### config.mk
export PLATFORM = sky130hd
export DESIGN_NAME = conv5x5_layer3_flat
export DESIGN_NICKNAME = d
export VERILOG_FILES = /design/src/rtl/conv5x5_layer3_if.sv /design/src/rtl/conv5x5_layer3.sv /design/src/flat_wrapper.sv
export SDC_FILE = /design/constraint.sdc
export NUM_CORES = 1
export LEC_CHECK = 0
export CAP_MARGIN = 10
export CELL_PAD_IN_SITES_DETAIL_PLACEMENT = 0
export CELL_PAD_IN_SITES_GLOBAL_PLACEMENT = 1
export CORE_UTILIZATION = 48
export CTS_BUF_LIST = sky130_fd_sc_hd__clkbuf_2 sky130_fd_sc_hd__clkbuf_4 sky130_fd_sc_hd__clkbuf_8
export CTS_CLUSTER_DIAMETER = 150
export DETAILED_ROUTE_END_ITERATION = 7
export PLACE_DENSITY_LB_ADDON = 0.1
export SYNTH_ARGS = -nofsm -noshare
export SYNTH_HDL_FRONTEND = slang
export SYNTH_SLANG_ARGS = --single-unit
### constraint.sdc
create_clock -name clk -period 11.3 [get_ports clk]
set_clock_uncertainty 0.05 [all_clocks]
set_input_delay 2.26 -clock clk [delete_from_list [all_inputs] [get_ports clk]]
set_output_delay 2.26 -clock clk [all_outputs]
set_load 0.02 [all_outputs]
### src/rtl/conv5x5_layer3_if.sv
// Bus bundle for conv5x5_layer3: start/bias control, map and weight read
// ports, output BRAM write port and status.
interface conv5x5_layer3_if #(
  parameter int DATA_W = 12,
  parameter int WGT_W  = 8,
  parameter int BIAS_W = 16
);
  logic                     start;
  logic signed [BIAS_W-1:0] bias;
  logic [7:0]               map_addr;
  logic [DATA_W-1:0]        map_dout;
  logic [4:0]               w_addr;
  logic signed [WGT_W-1:0]  w_dout;
  logic [6:0]               out_addr;
  logic [DATA_W-1:0]        out_din;
  logic                     out_wea;
  logic                     busy;
  logic                     done;

  modport master (
    input  start, bias, map_dout, w_dout,
    output map_addr, w_addr, out_addr, out_din, out_wea, busy, done
  );

  modport slave (
    output start, bias, map_dout, w_dout,
    input  map_addr, w_addr, out_addr, out_din, out_wea, busy, done
  );
endinterface

### src/rtl/conv5x5_layer3.sv
// Sequential single-MAC 5x5 convolution of the 14x14 pooled map into a 10x10 map.
// Macro CONV_RELU_EN selects ReLU/unsigned saturation; default is signed saturation.
module conv5x5_layer3 #(
  parameter int MAP_W  = 14,
  parameter int K      = 5,
  parameter int OUT_W  = 10,
  parameter int DATA_W = 12,
  parameter int WGT_W  = 8,
  parameter int BIAS_W = 16,
  parameter int ACC_W  = 28,
  parameter int SHIFT  = 6
) (
  input logic clk,
  input logic rst,
  conv5x5_layer3_if.master bus
);

  localparam int PROD_W = DATA_W + 1 + WGT_W;

  typedef enum logic [2:0] {IDLE, FETCH, DRAIN, WRITE, FIN} state_t;

  state_t                   state_r, state_nxt_s;
  logic [2:0]               kx_r, ky_r, kx_nxt_s, ky_nxt_s;
  logic [3:0]               ox_r, oy_r, ox_nxt_s, oy_nxt_s;
  logic                     mac_vld_r, mac_first_r;
  logic signed [ACC_W-1:0]  acc_r;
  logic signed [BIAS_W-1:0] bias_r;
  logic [7:0]               map_addr_r, map_addr_s;
  logic [4:0]               w_addr_r, w_addr_s;
  logic [6:0]               out_addr_r;
  logic [DATA_W-1:0]        out_din_r;
  logic                     out_wea_r, busy_r, done_r;

  logic signed [DATA_W:0]   mdat_s;
  logic signed [WGT_W-1:0]  wdat_s;
  logic signed [PROD_W-1:0] prod_s;
  logic signed [ACC_W-1:0]  prod_ext_s, acc_base_s, sum_s, bias_ext_s, r_s;

  // Saturate the shifted result to the output pixel format.
  function automatic logic [DATA_W-1:0] clamp_pix(input logic signed [ACC_W-1:0] r);
`ifdef CONV_RELU_EN
    if (r < $signed({ACC_W{1'b0}})) begin
      clamp_pix = {DATA_W{1'b0}};
    end else if (r > $signed(ACC_W'((1 << DATA_W) - 1))) begin
      clamp_pix = {DATA_W{1'b1}};
    end else begin
      clamp_pix = r[DATA_W-1:0];
    end
`else
    if (r < -$signed(ACC_W'(1 << (DATA_W - 1)))) begin
      clamp_pix = {1'b1, {(DATA_W-1){1'b0}}};
    end else if (r > $signed(ACC_W'((1 << (DATA_W - 1)) - 1))) begin
      clamp_pix = {1'b0, {(DATA_W-1){1'b1}}};
    end else begin
      clamp_pix = r[DATA_W-1:0];
    end
`endif
  endfunction

  // Next-state, counter advance and next read addresses.
  always_comb begin
    state_nxt_s = state_r;
    kx_nxt_s    = kx_r;
    ky_nxt_s    = ky_r;
    ox_nxt_s    = ox_r;
    oy_nxt_s    = oy_r;
    case (state_r)
      IDLE: begin
        if (bus.start) begin
          state_nxt_s = FETCH;
          kx_nxt_s    = 3'd0;
          ky_nxt_s    = 3'd0;
          ox_nxt_s    = 4'd0;
          oy_nxt_s    = 4'd0;
        end else begin
          state_nxt_s = IDLE;
        end
      end
      FETCH: begin
        if (kx_r == 3'(K - 1)) begin
          kx_nxt_s = 3'd0;
          if (ky_r == 3'(K - 1)) begin
            ky_nxt_s    = 3'd0;
            state_nxt_s = DRAIN;
          end else begin
            ky_nxt_s = ky_r + 3'd1;
          end
        end else begin
          kx_nxt_s = kx_r + 3'd1;
        end
      end
      DRAIN: state_nxt_s = WRITE;
      WRITE: begin
        state_nxt_s = FETCH;
        if (ox_r == 4'(OUT_W - 1)) begin
          ox_nxt_s = 4'd0;
          if (oy_r == 4'(OUT_W - 1)) begin
            oy_nxt_s    = 4'd0;
            state_nxt_s = FIN;
          end else begin
            oy_nxt_s = oy_r + 4'd1;
          end
        end else begin
          ox_nxt_s = ox_r + 4'd1;
        end
      end
      FIN:     state_nxt_s = IDLE;
      default: state_nxt_s = IDLE;
    endcase
    map_addr_s = 8'(ox_nxt_s) + 8'(kx_nxt_s) + 8'(MAP_W) * (8'(oy_nxt_s) + 8'(ky_nxt_s));
    w_addr_s   = 5'(kx_nxt_s) + 5'(K) * 5'(ky_nxt_s);
  end

  // MAC datapath: map data is unsigned, so it gets a zero sign bit before the multiply.
  always_comb begin
    mdat_s     = $signed({1'b0, bus.map_dout});
    wdat_s     = bus.w_dout;
    prod_s     = mdat_s * wdat_s;
    prod_ext_s = prod_s;
    if (mac_first_r) begin
      acc_base_s = {ACC_W{1'b0}};
    end else begin
      acc_base_s = acc_r;
    end
    sum_s      = acc_base_s + prod_ext_s;
    bias_ext_s = bias_r;
    r_s        = (sum_s + bias_ext_s) >>> SHIFT;
  end

  // State, counters, accumulator and registered outputs.
  always_ff @(posedge clk) begin
    if (rst) begin
      state_r     <= IDLE;
      kx_r        <= 3'd0;
      ky_r        <= 3'd0;
      ox_r        <= 4'd0;
      oy_r        <= 4'd0;
      mac_vld_r   <= 1'b0;
      mac_first_r <= 1'b0;
      acc_r       <= {ACC_W{1'b0}};
      bias_r      <= {BIAS_W{1'b0}};
      map_addr_r  <= 8'd0;
      w_addr_r    <= 5'd0;
      out_addr_r  <= 7'd0;
      out_din_r   <= {DATA_W{1'b0}};
      out_wea_r   <= 1'b0;
      busy_r      <= 1'b0;
      done_r      <= 1'b0;
    end else begin
      state_r     <= state_nxt_s;
      kx_r        <= kx_nxt_s;
      ky_r        <= ky_nxt_s;
      ox_r        <= ox_nxt_s;
      oy_r        <= oy_nxt_s;
      mac_vld_r   <= (state_r == FETCH);
      mac_first_r <= (state_r == FETCH) && (kx_r == 3'd0) && (ky_r == 3'd0);
      if (mac_vld_r) begin
        acc_r <= sum_s;
      end
      if ((state_r == IDLE) && bus.start) begin
        bias_r <= bus.bias;
      end
      if (state_nxt_s == FETCH) begin
        map_addr_r <= map_addr_s;
        w_addr_r   <= w_addr_s;
      end
      if (state_r == DRAIN) begin
        out_din_r <= clamp_pix(r_s);
      end
      if (state_nxt_s == WRITE) begin
        out_addr_r <= 7'(ox_r) + 7'(OUT_W) * 7'(oy_r);
      end
      out_wea_r <= (state_nxt_s == WRITE);
      busy_r    <= (state_nxt_s == FETCH) || (state_nxt_s == DRAIN) || (state_nxt_s == WRITE);
      done_r    <= (state_nxt_s == FIN);
    end
  end

  assign bus.map_addr = map_addr_r;
  assign bus.w_addr   = w_addr_r;
  assign bus.out_addr = out_addr_r;
  assign bus.out_din  = out_din_r;
  assign bus.out_wea  = out_wea_r;
  assign bus.busy     = busy_r;
  assign bus.done     = done_r;

endmodule

### src/flat_wrapper.sv
// flat-port wrapper written by rule: the top's interface ports become plain ports
module conv5x5_layer3_flat 
#(
  parameter int MAP_W  = 14,
  parameter int K      = 5,
  parameter int OUT_W  = 10,
  parameter int DATA_W = 12,
  parameter int WGT_W  = 8,
  parameter int BIAS_W = 16,
  parameter int ACC_W  = 28,
  parameter int SHIFT  = 6
)
  (clk, rst, bus_start, bus_bias, bus_map_dout, bus_w_dout, bus_map_addr, bus_w_addr, bus_out_addr, bus_out_din, bus_out_wea, bus_busy, bus_done);
  conv5x5_layer3_if #(.DATA_W(DATA_W), .WGT_W(WGT_W), .BIAS_W(BIAS_W)) bus_i ();
  input logic clk;
  input logic rst;
  input wire logic [$bits(bus_i.start)-1:0] bus_start;
  input wire logic [$bits(bus_i.bias)-1:0] bus_bias;
  input wire logic [$bits(bus_i.map_dout)-1:0] bus_map_dout;
  input wire logic [$bits(bus_i.w_dout)-1:0] bus_w_dout;
  output wire logic [$bits(bus_i.map_addr)-1:0] bus_map_addr;
  output wire logic [$bits(bus_i.w_addr)-1:0] bus_w_addr;
  output wire logic [$bits(bus_i.out_addr)-1:0] bus_out_addr;
  output wire logic [$bits(bus_i.out_din)-1:0] bus_out_din;
  output wire logic [$bits(bus_i.out_wea)-1:0] bus_out_wea;
  output wire logic [$bits(bus_i.busy)-1:0] bus_busy;
  output wire logic [$bits(bus_i.done)-1:0] bus_done;
  assign bus_i.start = bus_start;
  assign bus_i.bias = bus_bias;
  assign bus_i.map_dout = bus_map_dout;
  assign bus_i.w_dout = bus_w_dout;
  assign bus_map_addr = bus_i.map_addr;
  assign bus_w_addr = bus_i.w_addr;
  assign bus_out_addr = bus_i.out_addr;
  assign bus_out_din = bus_i.out_din;
  assign bus_out_wea = bus_i.out_wea;
  assign bus_busy = bus_i.busy;
  assign bus_done = bus_i.done;
  conv5x5_layer3 #(.MAP_W(MAP_W), .K(K), .OUT_W(OUT_W), .DATA_W(DATA_W), .WGT_W(WGT_W), .BIAS_W(BIAS_W), .ACC_W(ACC_W), .SHIFT(SHIFT)) u_core (.clk(clk), .rst(rst), .bus(bus_i));
endmodule
After elaboration in Yosys (flattened, before gate mapping)
Cells that the tools add are included.

operators by class
  $add $sub $neg = 11
  multipliers = 4
  magnitude comparators = 2
  eq/ne operators = 11
  mux-type cells = 23
  reduce and logical (&&, ||, !) cells = 8

operators by type and width
  operator                                                                        count
  28-bit by 16-bit adder with 28-bit output                                       1
  28-bit by 21-bit adder with 28-bit output                                       1
  28-bit two-way mux                                                              1
  3-bit two-way mux                                                               9
  12-bit two-way mux                                                              2
  22-bit by 12-bit > comparator with 1-bit output, second input constant          1
  22-bit by 12-bit less-than comparator with 1-bit output, second input constant  1
  13-bit by 8-bit multiplier with 21-bit output                                   1
  4-bit two-way mux                                                               5
  4-bit case mux with 2 select lines                                              2
  3-bit by 2-bit == test with 1-bit output, second input constant                 4
  3-bit case mux with 2 select lines                                              2
  3-bit case mux with 4 select lines                                              1
  4-bit by 3-bit adder with 5-bit output                                          2
  3-bit == test, second input constant                                            3
  3-bit logical NOT                                                               3
  4-bit by 1-bit adder with 4-bit output, second input constant                   2
  8-bit adder                                                                     1
  4-bit == test, second input constant                                            2
  3-bit by 8-bit multiplier with 7-bit output, first input constant               1
  4-bit by 7-bit adder with 7-bit output                                          1
  3-bit by 1-bit adder with 3-bit output, second input constant                   2
  3-bit by 1-bit == test with 1-bit output, second input constant                 2
  3-bit by 4-bit multiplier with 6-bit output, first input constant               1
  other kinds (5)                                                                 8

storage, ports and cells
  flip-flop bits (word level) = 98
  bits of input ports = 39

Logic depth before layout (Yosys ltp)
Gate-level depths: netlist of the first run.

  depth after elaboration = 7
  mapped depth = 36
  gate-level depth less buffers = 33

Least setup slack after synthesis of the first run
Ideal clock, no wire load.

  path kind = input to register
  start = input port bus_w_dout[1]
  end = register u_core.out_din_r[1] (netlist: u_core.bus.out_din[1])
  library setup time = 0.140 ns
  arrival time = 9.365 ns
  slack = 1.745 ns
  stages on the path = 33
  path buffers = 2
  path through = clkbuf_1 -> nand2_1 -> fa_1 -> inv_1 -> fa_1 -> inv_1 -> fa_1 -> inv_1 -> fa_1 -> ha_1 -> ha_1 -> nor2b_1 -> o21ai_0 -> a21boi_0 -> o21ai_0 -> a21boi_0 -> o21ai_0 -> a21boi_0 -> o21ai_0 -> nand2_1 -> xor2_1 -> ha_1 -> a21o_1 -> a21o_1 -> a2111oi_0 -> nor2_1 -> a31oi_1 -> o31a_2 -> xnor2_1 -> or4b_1 -> o41ai_2 -> buf_4 -> a32oi_1

between the ends
  word-level cells in the longest chain between the ends = 6
  elaborated cells between the ends (all ways) = 7
  classes of those cells = 2 x add/sub; 1 x mul; 2 x order compare; 2 x mux

RTL lines
  element                                          RTL line               RTL
  start: declaration                               flat_wrapper.sv:20     input wire logic [$bits(bus_i.w_dout)-1:0] bus_w_dout;
  13-bit by 8-bit multiplier with 21-bit output *  conv5x5_layer3.sv:118  prod_s = mdat_s * wdat_s;
  28-bit by 21-bit adder with 28-bit output *      conv5x5_layer3.sv:125  sum_s = acc_base_s + prod_ext_s;
  named net u_core.sum_s[14]                       conv5x5_layer3.sv:37   logic signed [ACC_W-1:0] prod_ext_s, acc_base_s, sum_s, bias_ext_s, r_s;
  28-bit by 16-bit adder with 28-bit output *      conv5x5_layer3.sv:127  r_s = (sum_s + bias_ext_s) >>> SHIFT;
  22-bit by 12-bit > comparator with 1-bit output  conv5x5_layer3.sv:52   end else if (r > $signed(ACC_W'((1 << (DATA_W - 1)) - 1))) begin
  12-bit two-way mux                               conv5x5_layer3.sv:52
  12-bit two-way mux *                             conv5x5_layer3.sv:50   if (r < -$signed(ACC_W'(1 << (DATA_W - 1)))) begin
  end signal: assignment                           conv5x5_layer3.sv:145  out_din_r <= {DATA_W{1'b0}};
  end signal: assignment                           conv5x5_layer3.sv:168  out_din_r <= clamp_pix(r_s);
  end: declaration                                 conv5x5_layer3.sv:31   logic [DATA_W-1:0] out_din_r;

Mark *: on every way through the listed nets, which the timed path passes. The rest lies on a longest branch.
A chain may end at the register's enable or synchronous reset.

Final worst setup path of the first run
  start = input port bus_w_dout[1]
  end = register u_core.out_din_r[0] (netlist: u_core.bus.out_din[0])

Same word-level chain as after synthesis.

==> results of run 1 <==
[worst reg2reg max path, delay by kind of cell (launching register included)]
family | cells | cell delay [ns]
xor gates and xnor gates | 1 | 0.16
DFF | 1 | 0.31
buffers and inverters | 4 | 0.39
AOI/OAI and AO/OA | 13 | 3.04
adders and majority gates | 7 | 2.81
and+or+nand+nor | 7 | 1.42
[state kept, by name (all words and copies together) (netlist names), 3 cells and up]
signal	cells
u_core.state_r	3
u_core.bus.out_din	12
u_core.bus.out_addr	7
u_core.oy_r	4
u_core.bias_r	16
u_core.ky_r	3
u_core.bus.w_addr	5
u_core.bus.map_addr	8
u_core.ox_r	4
u_core.kx_r	3
u_core.acc_r	28
[metrics by stage]
| stage | instance area, um2 | power, W | cells | util (%) | hold slack [ns] |
|---|---|---|---|---|---|
| floorplan | 10500 | 0.00223 | 1211 | - | 0.386 |
| global placement | 11500 | 0.00272 | 1527 | 54.1 | 0.391 |
| detailed placement | 11500 | 0.00274 | 1527 | 54.1 | 0.398 |
| CTS | 11700 | 0.00298 | 1542 | 55.0 | 0.412 |
| global route | 11700 | 0.00330 | 1542 | 55.0 | 0.435 |
| finish | 11700 | 0.00296 | 1542 | 55.0 | 0.409 |
[layout make-up]
cell class              count  share of cell area [%]
well taps                 275                    2.94
multi-input cells         978                    68.9
flip-flops and latches     98                    16.8
clock inverters             4                   0.310
clock buffers              11                    1.24
repair buffers             84                    6.91
inverters                  92                    2.95
[layer usage]
layer	up-vias	track usage (%)	wire length, um
met2	114	37.8	11100
li1	4252	-	-
met3	31	2.20	588
met4	0	6.87	488
met5	-	0	0
met1	3937	31.5	12100
[where the power goes]
group	switching [W]	internal, W	leakage [nW]
Combinational	0.00136	0.000978	4.58
Clock	0.000135	0.0000903	0.0913
Sequential	0.0000182	0.000375	0.796
[layout by cell type, fill, tap and decap left out, types with 6 or more instances in the layout]
cell	Yosys	final
clkbuf_8	0	10
nor3_1	18	18
xnor2_1	32	32
buf_4	1	11
nand3_1	23	23
o21ai_0	50	50
dfxtp_1	98	98
nand2b_1	21	21
fa_1	91	91
a211oi_1	13	13
nand4_1	11	11
a21oi_1	85	85
and2_1	69	69
clkdlybuf4s50_1	0	72
nor2b_1	23	23
a32oi_1	11	11
a21o_1	22	22
a21boi_0	6	6
and3_1	8	8
inv_1	92	92
nand2_1	127	127
nor2_1	88	88
xor2_1	19	19
or3_1	6	6
mux2i_1	33	33
ha_1	150	150
[kinds of logic (layout without fill, tap and decap cells)]
kind of cell    after synthesis  count (layout)  share of synthesized area (%)
mux                          33              33                           3.14
flops                        98              98                           18.6
xor+xnor                     52              52                           4.46
compound gates              232             232                           14.0
simple gates                420             420                           19.8
buf+inv                     135             191                           4.85
fa+ha+maj                   241             241                           35.1
[worst max path at each step]
| stage | endpoint | depth (start not counted) |
|---|---|---|
| after floorplan | u_core.bus.out_din[1] | 33 |
| after global placement | u_core.bus.out_din[2] | 32 |
| after detailed placement | u_core.bus.out_din[0] | 32 |
| after CTS | u_core.bus.out_din[0] | 32 |
| after global routing | u_core.bus.out_din[4] | 32 |
| final | u_core.bus.out_din[0] | 32 |
==> out/metrics.csv, run 1 <==
stage,metric,value,unit
flow_run,MaxCap Viol Count,0,
die,chip height,150,um
setup_path,R2R cell count,32,
place,dpl hpwl,19.7,mm
setup_path,crit path launch,bus_w_dout[1],
clocking,Resize count post-CTS,0,
place,IO Port Bufs,73,
clocking,Setup Buffers After CTS,0,
place,"worst slack, placed",0.464,ns
hold_path,hold path cells,2,
synth,main area contributors after synthesis,"dfxtp_1 19%, ha_1 18%, fa_1 17%, nand2_1 4.5%, and2_1 4.1%",
setup_path,CP Data Arrival Time,10.60,ns
setup_path,r2r setup slk,3.07,ns
synth,mean area per synthesized cell,8.69,um2
setup_path,crit end category,register,
clocking,clk sink count,98,
die,# IOs,74,
clocking,Worst-path clk slew,0.10,ns
drt,initial DRC count,358,
setup_path,critical path's largest stage delay,0.75,ns
synth,main flop type after synthesis,dfxtp_1,
timing,RSZ-0062 raised after global routing,false,
setup_path,RR Endpoint,u_core.bus.out_din[0],
synth,"Seq/Total Area, Yosys",18.6,%
clocking,maximum clock path buffer count,2,
die,floorplan core area,21300,um2
hold_path,hold path start,u_core.bus.out_addr[4],
grt,GR Overflow Total,0,
grt,largest net degree at the start of global routing,62,
drt,DRC errors left,0,
synth,Post-synth EDFFs,0,
drt,DR vias,8334,
cells_and_area,Area Growth Syn to Fin,11.2,%
timing,final hold vios,0,
clocking,Root Driver,clkbuf_8,
cells_and_area,Final nets,1543,
grt,number of global-route vias before repair,8215,
synth,Synth top area share,18.6,%
synth,post-synthesis cell count,1211,
setup_path,Buf/Inv on CP,4,
synth,syn_nets,1491,
drt,Final ANT Viol Nets,0,
cells_and_area,register area,1960,um2
timing,Rel. slew slack,52.5,%
die,starting density of the core,49.5,%
synth,yosys warns,0,
power,IR Drop Worst-Case VDD,177,uV
timing,minimum clock period,10.34,ns
cells_and_area,# fillers,2056,
drt,vias per inst,5.40,
grt,first-pass GRT wire length,40.7,mm
hold_path,worst hold endpoint,u_core.bus.out_addr[4],
timing,final setup TNS,0,ns
drt,final WL,24.3,mm
setup_path,Crit Path Class,input port to register,
hold_path,Hold Crit Class,register to register,
setup_path,startpoint types,input port,
setup_path,WP data required,11.56,ns
power,leakage dissipation,5.47,nW
die,Die Area,22500,um2
grt,Total GRT Usage,22.9,%
clocking,Hold Buf Count CTS,0,
clocking,cts bufs inserted,9,
timing,fmax,96.7,MHz
synth,Synth cell types,60,
outcome,outcome,"complete, no violations",
synth,Synth top cells by count,"150 x ha_1, 127 x nand2_1, 98 x dfxtp_1",
drt,routed length per instance,15.8,um
clocking,CTS tree,built,
timing,crit share post-route,91.5,%
timing,max-slew violation count,0,
setup_path,crit path max fanout,12,
setup_path,CP max stage cell,clkdlybuf4s50_1,
clocking,worst skew pair latency,0.39,ns
die,row count,53,
synth,Yosys top cell by area,dfxtp_1,
grt,initial antenna violation count,0,
place,gpl congestion,0.857,
setup_path,Reg-to-Reg Start,u_core.mac_first_r,
timing,Final Setup Violations,0,
timing,final worst slack,0.959,ns
synth,Synth async-reset ratio,0,%
die,die width,150,um
synth,synthesized cell area,10500,um2
synth,Seq cells post-synth,98,
drt,router iterations before antenna repair,5,
cells_and_area,# diodes,0,
cells_and_area,area of the multi-input gates,8060,um2
synth,most common cell in the netlist,ha_1,
setup_path,"Largest delay share family, worst path",compound AO/OA/AOI/OAI gates,
clocking,H-tree depth,3,
timing,slew of the pin with the lowest slew margin,0.711,ns
cells_and_area,share of cells above drive strength 1,3.16,%
power,pwr/cell area,253,nW/um2
Power figures use the tool's default switching activity.
==> run 2: changes to the inputs <==
==> constraint.sdc (replaced) <==
create_clock -name clk -period 11.5 [get_ports clk]
set_clock_uncertainty 0.05 [all_clocks]
set_input_delay 2.3 -clock clk [delete_from_list [all_inputs] [get_ports clk]]
set_output_delay 2.3 -clock clk [all_outputs]
set_load 0.02 [all_outputs]
==> out/metrics.csv, run 2 (synthesized netlist as in run 1, its figures left out) <==
stage,metric,value,unit,change
timing,RSZ-0062 raised after global routing,false,,
die,# IOs,74,,unchanged
clocking,cts bufs inserted,9,,unchanged
power,pwr/cell area,250,nW/um2,-0.93%
grt,largest net degree at the start of global routing,58,,-6.5%
cells_and_area,Top reg by flops,u_core.acc_r,,
cells_and_area,area of the multi-input gates,8060,um2,unchanged
timing,slew of the pin with the lowest slew margin,0.710,ns,-0.000638 ns
setup_path,critical path's largest stage delay,0.76,ns,about the same
die,chip height,150,um,unchanged
die,floorplan core area,21300,um2,unchanged
clocking,worst skew pair latency,0.39,ns,about the same
power,leakage dissipation,5.48,nW,+0.22%
timing,final setup TNS,0,ns,unchanged
cells_and_area,# diodes,0,,unchanged
die,Die Area,22500,um2,unchanged
hold_path,hold path cells,2,,unchanged
setup_path,R2R cell count,32,,unchanged
power,Comb power frac,78.1,%,-1.0 points
cells_and_area,share of cells above drive strength 1,3.08,%,-0.076 points
hold_path,Hold Crit Class,register to register,,
cells_and_area,Final Util,55.1,%,+0.14 points
die,row count,53,,unchanged
grt,initial antenna violation count,0,,unchanged
cells_and_area,Final nets,1542,,-0.065%
timing,crit share post-route,90.0,%,
clocking,CTS tree,built,,
drt,DRC errors left,0,,unchanged
setup_path,CP max stage cell,clkdlybuf4s50_1,,
timing,max-slew violation count,0,,unchanged
flow_run,MaxCap Viol Count,0,,unchanged
die,die width,150,um,unchanged
timing,fmax,96.6,MHz,
setup_path,crit end category,register,,
cells_and_area,max FFs per register,28,,unchanged
outcome,outcome,"complete, no violations",,
power,Internal Pwr Total,0.00146,W,+0.99%
clocking,Resize count post-CTS,0,,unchanged
setup_path,r2r setup slk,3.29,ns,+0.22 ns
setup_path,crit path max fanout,12,,unchanged
grt,GR Overflow Total,0,,unchanged
place,IO Port Bufs,73,,unchanged
cells_and_area,final non-filler cell total,1541,,-0.065%
clocking,Worst-path clk slew,0.10,ns,about the same
hold_path,worst hold endpoint,u_core.bus.out_addr[4],,
setup_path,startpoint types,input port,,
power,IR Drop Worst-Case VDD,208,uV,+17%
place,dpl hpwl,19.4,mm,-1.6%
cells_and_area,register area,1960,um2,unchanged
power,P_sw,0.00148,W,-2.3%
power,sw frac,50.4,%,-0.82 points
clocking,H-tree depth,3,,unchanged
drt,vias per inst,5.38,,-0.46%
clocking,Root Driver,clkbuf_8,,
place,Placed Cells,1526,,-0.065%
grt,first-pass GRT wire length,40.6,mm,-0.15%
clocking,maximum clock path buffer count,2,,unchanged
grt,number of global-route vias before repair,8052,,-2.0%
setup_path,Crit Path Class,input port to register,,
cells_and_area,Area Growth Syn to Fin,11.4,%,
setup_path,WP data required,11.76,ns,+0.20 ns
drt,DR vias,8290,,-0.53%
power,Power Total,0.00294,W,-0.67%
clocking,Setup Buffers After CTS,0,,unchanged
clocking,Hold Buf Count CTS,0,,unchanged
setup_path,CP Data Arrival Time,10.61,ns,about the same
cells_and_area,"most common cell after layout, fill and taps aside",ha_1,,
drt,initial DRC count,341,,-4.7%
grt,Total GRT Usage,23.0,%,+0.098 points
setup_path,RR Endpoint,u_core.bus.out_din[1],,
setup_path,Reg-to-Reg Start,u_core.mac_first_r,,
die,starting density of the core,49.5,%,unchanged
hold_path,hold path start,u_core.bus.out_addr[4],,
timing,minimum clock period,10.36,ns,
drt,router iterations before antenna repair,4,,-1
place,gpl congestion,0.850,,-0.77%
drt,final WL,24.0,mm,-1.5%
drt,routed length per instance,15.6,um,-1.4%
cells_and_area,"commonest non-fill, non-tap cells in the layout","150 x ha_1, 127 x nand2_1, 98 x dfxtp_1",,
timing,final hold vios,0,,unchanged
power,Flop pwr share,13.2,%,about the same
timing,Rel. slew slack,52.5,%,about the same
power,Clk pwr share,8.8,%,+1.2 points
clocking,clk sink count,98,,unchanged
drt,Final ANT Viol Nets,0,,unchanged
timing,Final Setup Violations,0,,unchanged
cells_and_area,# fillers,2050,,-0.29%
==> run 2: layout make-up <==
class	instances	share of cell area, %
inverter	92	2.94
clock buffer	10	1.12
timing repair buffer	83	6.83
tap	275	2.93
multi-input combinational	978	68.7
sequential	98	16.7
clock inverter	5	0.747
==> run 2: worst max path at each step <==
stage / startpoint / end / cells after the start
2_1_floorplan: bus_w_dout[1] / u_core.bus.out_din[1] / 33
3_3_place_gp: bus_w_dout[1] / u_core.bus.out_din[3] / 32
3_5_place_dp: bus_w_dout[1] / u_core.bus.out_din[5] / 32
4_1_cts: bus_w_dout[1] / u_core.bus.out_din[3] / 32
5_1_grt: bus_w_dout[1] / u_core.bus.out_din[5] / 32
6_report: bus_w_dout[1] / u_core.bus.out_din[1] / 32
==> run 2: worst max-delay path, delay by kind of cell <==
family          cells  cell delay [ns]
compound gates     13             3.01
fa+ha+maj           7             2.85
simple gates        7             1.37
buf+inv             4             0.92
xor+xnor            1             0.15
==> run 2: power groups by stage <==
stage / Clock, W / Combinational [W] / Sequential, W
6_report: 0.000258 / 0.00229 / 0.000386
5_1_grt: 0.000283 / 0.00262 / 0.000391
4_1_cts: 0.000267 / 0.00230 / 0.000387
3_5_place_dp: 0 / 0.00228 / 0.000394
3_3_place_gp: 0 / 0.00227 / 0.000394
2_1_floorplan: 0 / 0.00180 / 0.000390
==> run 2: through the flow <==
step,setup WS [ns],hold WS (ns),area [um2]
floorplan,1.91,0.386,10500
global placement,0.850,0.391,11500
detailed placement,0.796,0.397,11500
CTS,1.17,0.408,11700
global route,0.188,0.433,11700
finish,1.14,0.404,11700
==> run 2: layer usage <==
layer	global-route usage [%]	vias to the layer above	wire length, um
met5	0	-	0
met4	5.96	0	371
met3	2.38	24	848
met2	36.6	121	10800
met1	33.0	3897	11900
li1	-	4248	-
==> run 3: changes to the inputs <==
--- a/config.mk
+++ b/config.mk
@@ -5,14 +5,16 @@
 export SDC_FILE = /design/constraint.sdc
 export NUM_CORES = 1
 export LEC_CHECK = 0
+export ABC_AREA = 1
 export CAP_MARGIN = 10
 export CELL_PAD_IN_SITES_DETAIL_PLACEMENT = 0
 export CELL_PAD_IN_SITES_GLOBAL_PLACEMENT = 1
-export CORE_UTILIZATION = 48
+export CORE_UTILIZATION = 45
 export CTS_BUF_LIST = sky130_fd_sc_hd__clkbuf_2 sky130_fd_sc_hd__clkbuf_4 sky130_fd_sc_hd__clkbuf_8
 export CTS_CLUSTER_DIAMETER = 150
 export DETAILED_ROUTE_END_ITERATION = 7
 export PLACE_DENSITY_LB_ADDON = 0.1
+export REMOVE_ABC_BUFFERS = 1
 export SYNTH_ARGS = -nofsm -noshare
 export SYNTH_HDL_FRONTEND = slang
 export SYNTH_SLANG_ARGS = --single-unit
==> out/metrics.csv, run 3 <==
stage,metric,value,unit,change
cells_and_area,max FFs per register,28,,unchanged
place,IO Port Bufs,73,,unchanged
die,Die Area,26300,um2,+17%
synth,yosys warns,0,,unchanged
cells_and_area,"commonest non-fill, non-tap cells in the layout","462 x nand2_1, 329 x inv_1, 150 x ha_1",,
clocking,Hold Buf Count CTS,0,,unchanged
timing,Final Setup Violations,0,,unchanged
hold_path,worst hold endpoint,u_core.acc_r[0],,
synth,Post-synth EDFFs,0,,unchanged
synth,main flop type after synthesis,dfxtp_1,,
setup_path,CP Data Arrival Time,10.05,ns,-0.56 ns
grt,GR Overflow Total,0,,unchanged
drt,final WL,29.2,mm,+22%
timing,slew of the pin with the lowest slew margin,1.08,ns,+0.372 ns
timing,final setup TNS,0,ns,unchanged
grt,Total GRT Usage,23.5,%,+0.57 points
place,"worst slack, placed",1.31,ns,+0.511 ns
die,# IOs,74,,unchanged
synth,Synth top area share,17.0,%,-1.7 points
synth,Seq cells post-synth,98,,unchanged
clocking,Worst-path clk slew,0.10,ns,about the same
drt,routed length per instance,14.2,um,-8.5%
synth,mux share of post-synthesis cell area,0,%,-3.1 points
cells_and_area,# diodes,0,,unchanged
synth,Synth Area in Adders,32.0,%,-3.1 points
synth,Synth async-reset ratio,0,%,unchanged
synth,Synth top cells by count,"462 x nand2_1, 329 x inv_1, 150 x ha_1",,
die,starting density of the core,45.9,%,-3.6 points
die,floorplan core area,25200,um2,+18%
drt,DR vias,9949,,+20%
synth,largest family of logic cells by synthesized area,adder cells,,
clocking,Root Driver,clkbuf_8,,
outcome,outcome,"complete, no violations",,
place,dpl hpwl,24.3,mm,+25%
setup_path,WP data required,11.76,ns,about the same
synth,main area contributors after synthesis,"dfxtp_1 17%, ha_1 16%, fa_1 16%, nand2_1 15%, inv_1 11%",,
grt,first-pass GRT wire length,49.3,mm,+22%
timing,RSZ-0062 raised after global routing,false,,
timing,final hold vios,0,,unchanged
hold_path,hold path cells,2,,unchanged
synth,Yosys top cell by area,dfxtp_1,,
setup_path,"most used cell, CP",nand2_1,,
setup_path,crit path max fanout,13,,+1
drt,Final ANT Viol Nets,0,,unchanged
synth,"Seq/Total Area, Yosys",17.0,%,-1.7 points
setup_path,RR Endpoint,u_core.bus.out_din[0],,
power,pwr/cell area,248,nW/um2,-0.76%
cells_and_area,"most common cell after layout, fill and taps aside",nand2_1,,
clocking,cts bufs inserted,9,,unchanged
setup_path,r2r setup slk,3.75,ns,+0.46 ns
setup_path,Crit Path Class,input port to register,,
timing,minimum clock period,9.78,ns,-0.572 ns
clocking,CTS tree,built,,
timing,fmax,102,MHz,+5.8%
setup_path,R2R cell count,34,,+6.3%
power,Power Total,0.00316,W,+7.6%
timing,final worst slack,1.72,ns,+0.572 ns
synth,simple-gate portion of the synthesized area,24.0,%,+4.3 points
timing,Hold Slack,0.414,ns,+0.00972 ns
die,row count,58,,+9.4%
drt,initial DRC count,450,,+32%
clocking,maximum clock path buffer count,2,,unchanged
synth,most common cell in the netlist,nand2_1,,
flow_run,MaxCap Viol Count,0,,unchanged
synth,mean area per synthesized cell,6.88,um2,-21%
setup_path,CP max stage cell,clkdlybuf4s50_1,,
setup_path,crit end category,register,,
clocking,worst skew pair latency,0.39,ns,about the same
clocking,clk sink count,98,,unchanged
synth,XOR/XNOR share of the synthesized area,4.17,%,-0.29 points
clocking,Resize count post-CTS,0,,unchanged
grt,number of global-route vias before repair,9792,,+22%
drt,router iterations before antenna repair,5,,+1
drt,DRC errors left,0,,unchanged
setup_path,startpoint types,input port,,
timing,Rel. slew slack,27.8,%,-25 points
die,chip height,162,um,+8.1%
cells_and_area,Area Growth Syn to Fin,10.1,%,
grt,initial antenna violation count,0,,unchanged
timing,crit share post-route,85.1,%,-5.0 points
setup_path,Reg-to-Reg Start,u_core.mac_first_r,,
cells_and_area,Top reg by flops,u_core.acc_r,,
power,IR Drop Worst-Case VDD,174,uV,-16%
clocking,H-tree depth,3,,unchanged
drt,vias per inst,4.84,,-10%
hold_path,Hold Crit Class,register to register,,
hold_path,hold path start,u_core.acc_r[0],,
synth,post-synthesis compound-gate area fraction,10.3,%,-3.7 points
place,Placed Cells,2038,,+34%
setup_path,critical path's largest stage delay,0.72,ns,-0.04 ns
die,die width,162,um,+8.1%
clocking,Setup Buffers After CTS,0,,unchanged
timing,max-slew violation count,0,,unchanged
synth,Synth cell types,47,,-22%
cells_and_area,Final nets,1999,,+30%
cells_and_area,share of cells above drive strength 1,3.31,%,+0.23 points
grt,largest net degree at the start of global routing,70,,+21%
cells_and_area,final non-filler cell total,2054,,+33%
power,leakage dissipation,7.20,nW,+31%
place,gpl congestion,0.912,,+7.2%
synth,synthesized cell area,11600,um2,+9.8%
synth,post-synthesis cell count,1679,,+39%
==> run 3: layer usage <==
metal | wire (um) | share of wire [%] | up-vias | GRT usage, %
met5 | 0 | 0 | - | 0
met2 | 13300 | 45 | 146 | 39.4
met3 | 802 | 2.7 | 19 | 1.66
met4 | 328 | 1.1 | 0 | 5.15
li1 | - | - | 5249 | -
met1 | 14800 | 51 | 4535 | 33.1
==> run 3: cells by family (layout without fill, tap and decap cells) <==
logic type               Yosys count  count (layout)
XOR/XNOR                          55              55
buffers and inverters            380             425
adder cells (fa/ha/maj)          241             241
AND/OR/NAND/NOR                  685             685
AO/OA/AOI/OAI                    220             220
flip-flops                        98              98
==> run 3: power breakdown <==
part / internal, W / leakage, nW / switching [W] / total, W
sequential: 0.000359 / 0.799 / 0.0000131 / 0.000372
clock: 0.0000894 / 0.0934 / 0.000144 / 0.000233
combinational: 0.000849 / 6.31 / 0.00171 / 0.00256
total: 0.00130 / 7.20 / 0.00186 / 0.00316
==> run 3: layout make-up <==
cell class | count | area (um2)
Clock buffer | 10 | 138
Clock inverter | 6 | 55.1
Fill cell | 2609 | 12500
Inverter | 332 | 1250
Multi-Input combinational cell | 1201 | 8160
Sequential cell | 98 | 1960
Tap cell | 330 | 413
Timing Repair Buffer | 77 | 756
==> run 3: worst max-delay path, delay by kind of cell <==
| family | cells | cell delay, ns |
|---|---|---|
| AOI/OAI and AO/OA | 6 | 1.33 |
| adders and majority gates | 7 | 3.33 |
| buffers and inverters | 7 | 1.33 |
| and+or+nand+nor | 12 | 1.50 |
| xor gates and xnor gates | 1 | 0.25 |
==> run 3: per-stage QoR <==
step                      util, %  cell area [um2]
after detailed placement     49.8            12500
after global routing         50.5            12700
after floorplan                 -            11400
after CTS                    50.5            12700
after global placement       49.8            12500
final                        50.5            12700
==> run 3: worst max path at each step <==
stage,startpoint,to,slack [ns],depth (start not counted)
floorplan,bus_w_dout[7],u_core.bus.out_din[0],3.00,33
global placement,bus_w_dout[7],u_core.bus.out_din[6],1.43,33
detailed placement,bus_w_dout[7],u_core.bus.out_din[0],1.31,33
CTS,bus_w_dout[7],u_core.bus.out_din[0],1.70,33
global route,bus_w_dout[7],u_core.bus.out_din[8],1.17,35
finish,bus_w_dout[7],u_core.bus.out_din[0],1.72,33
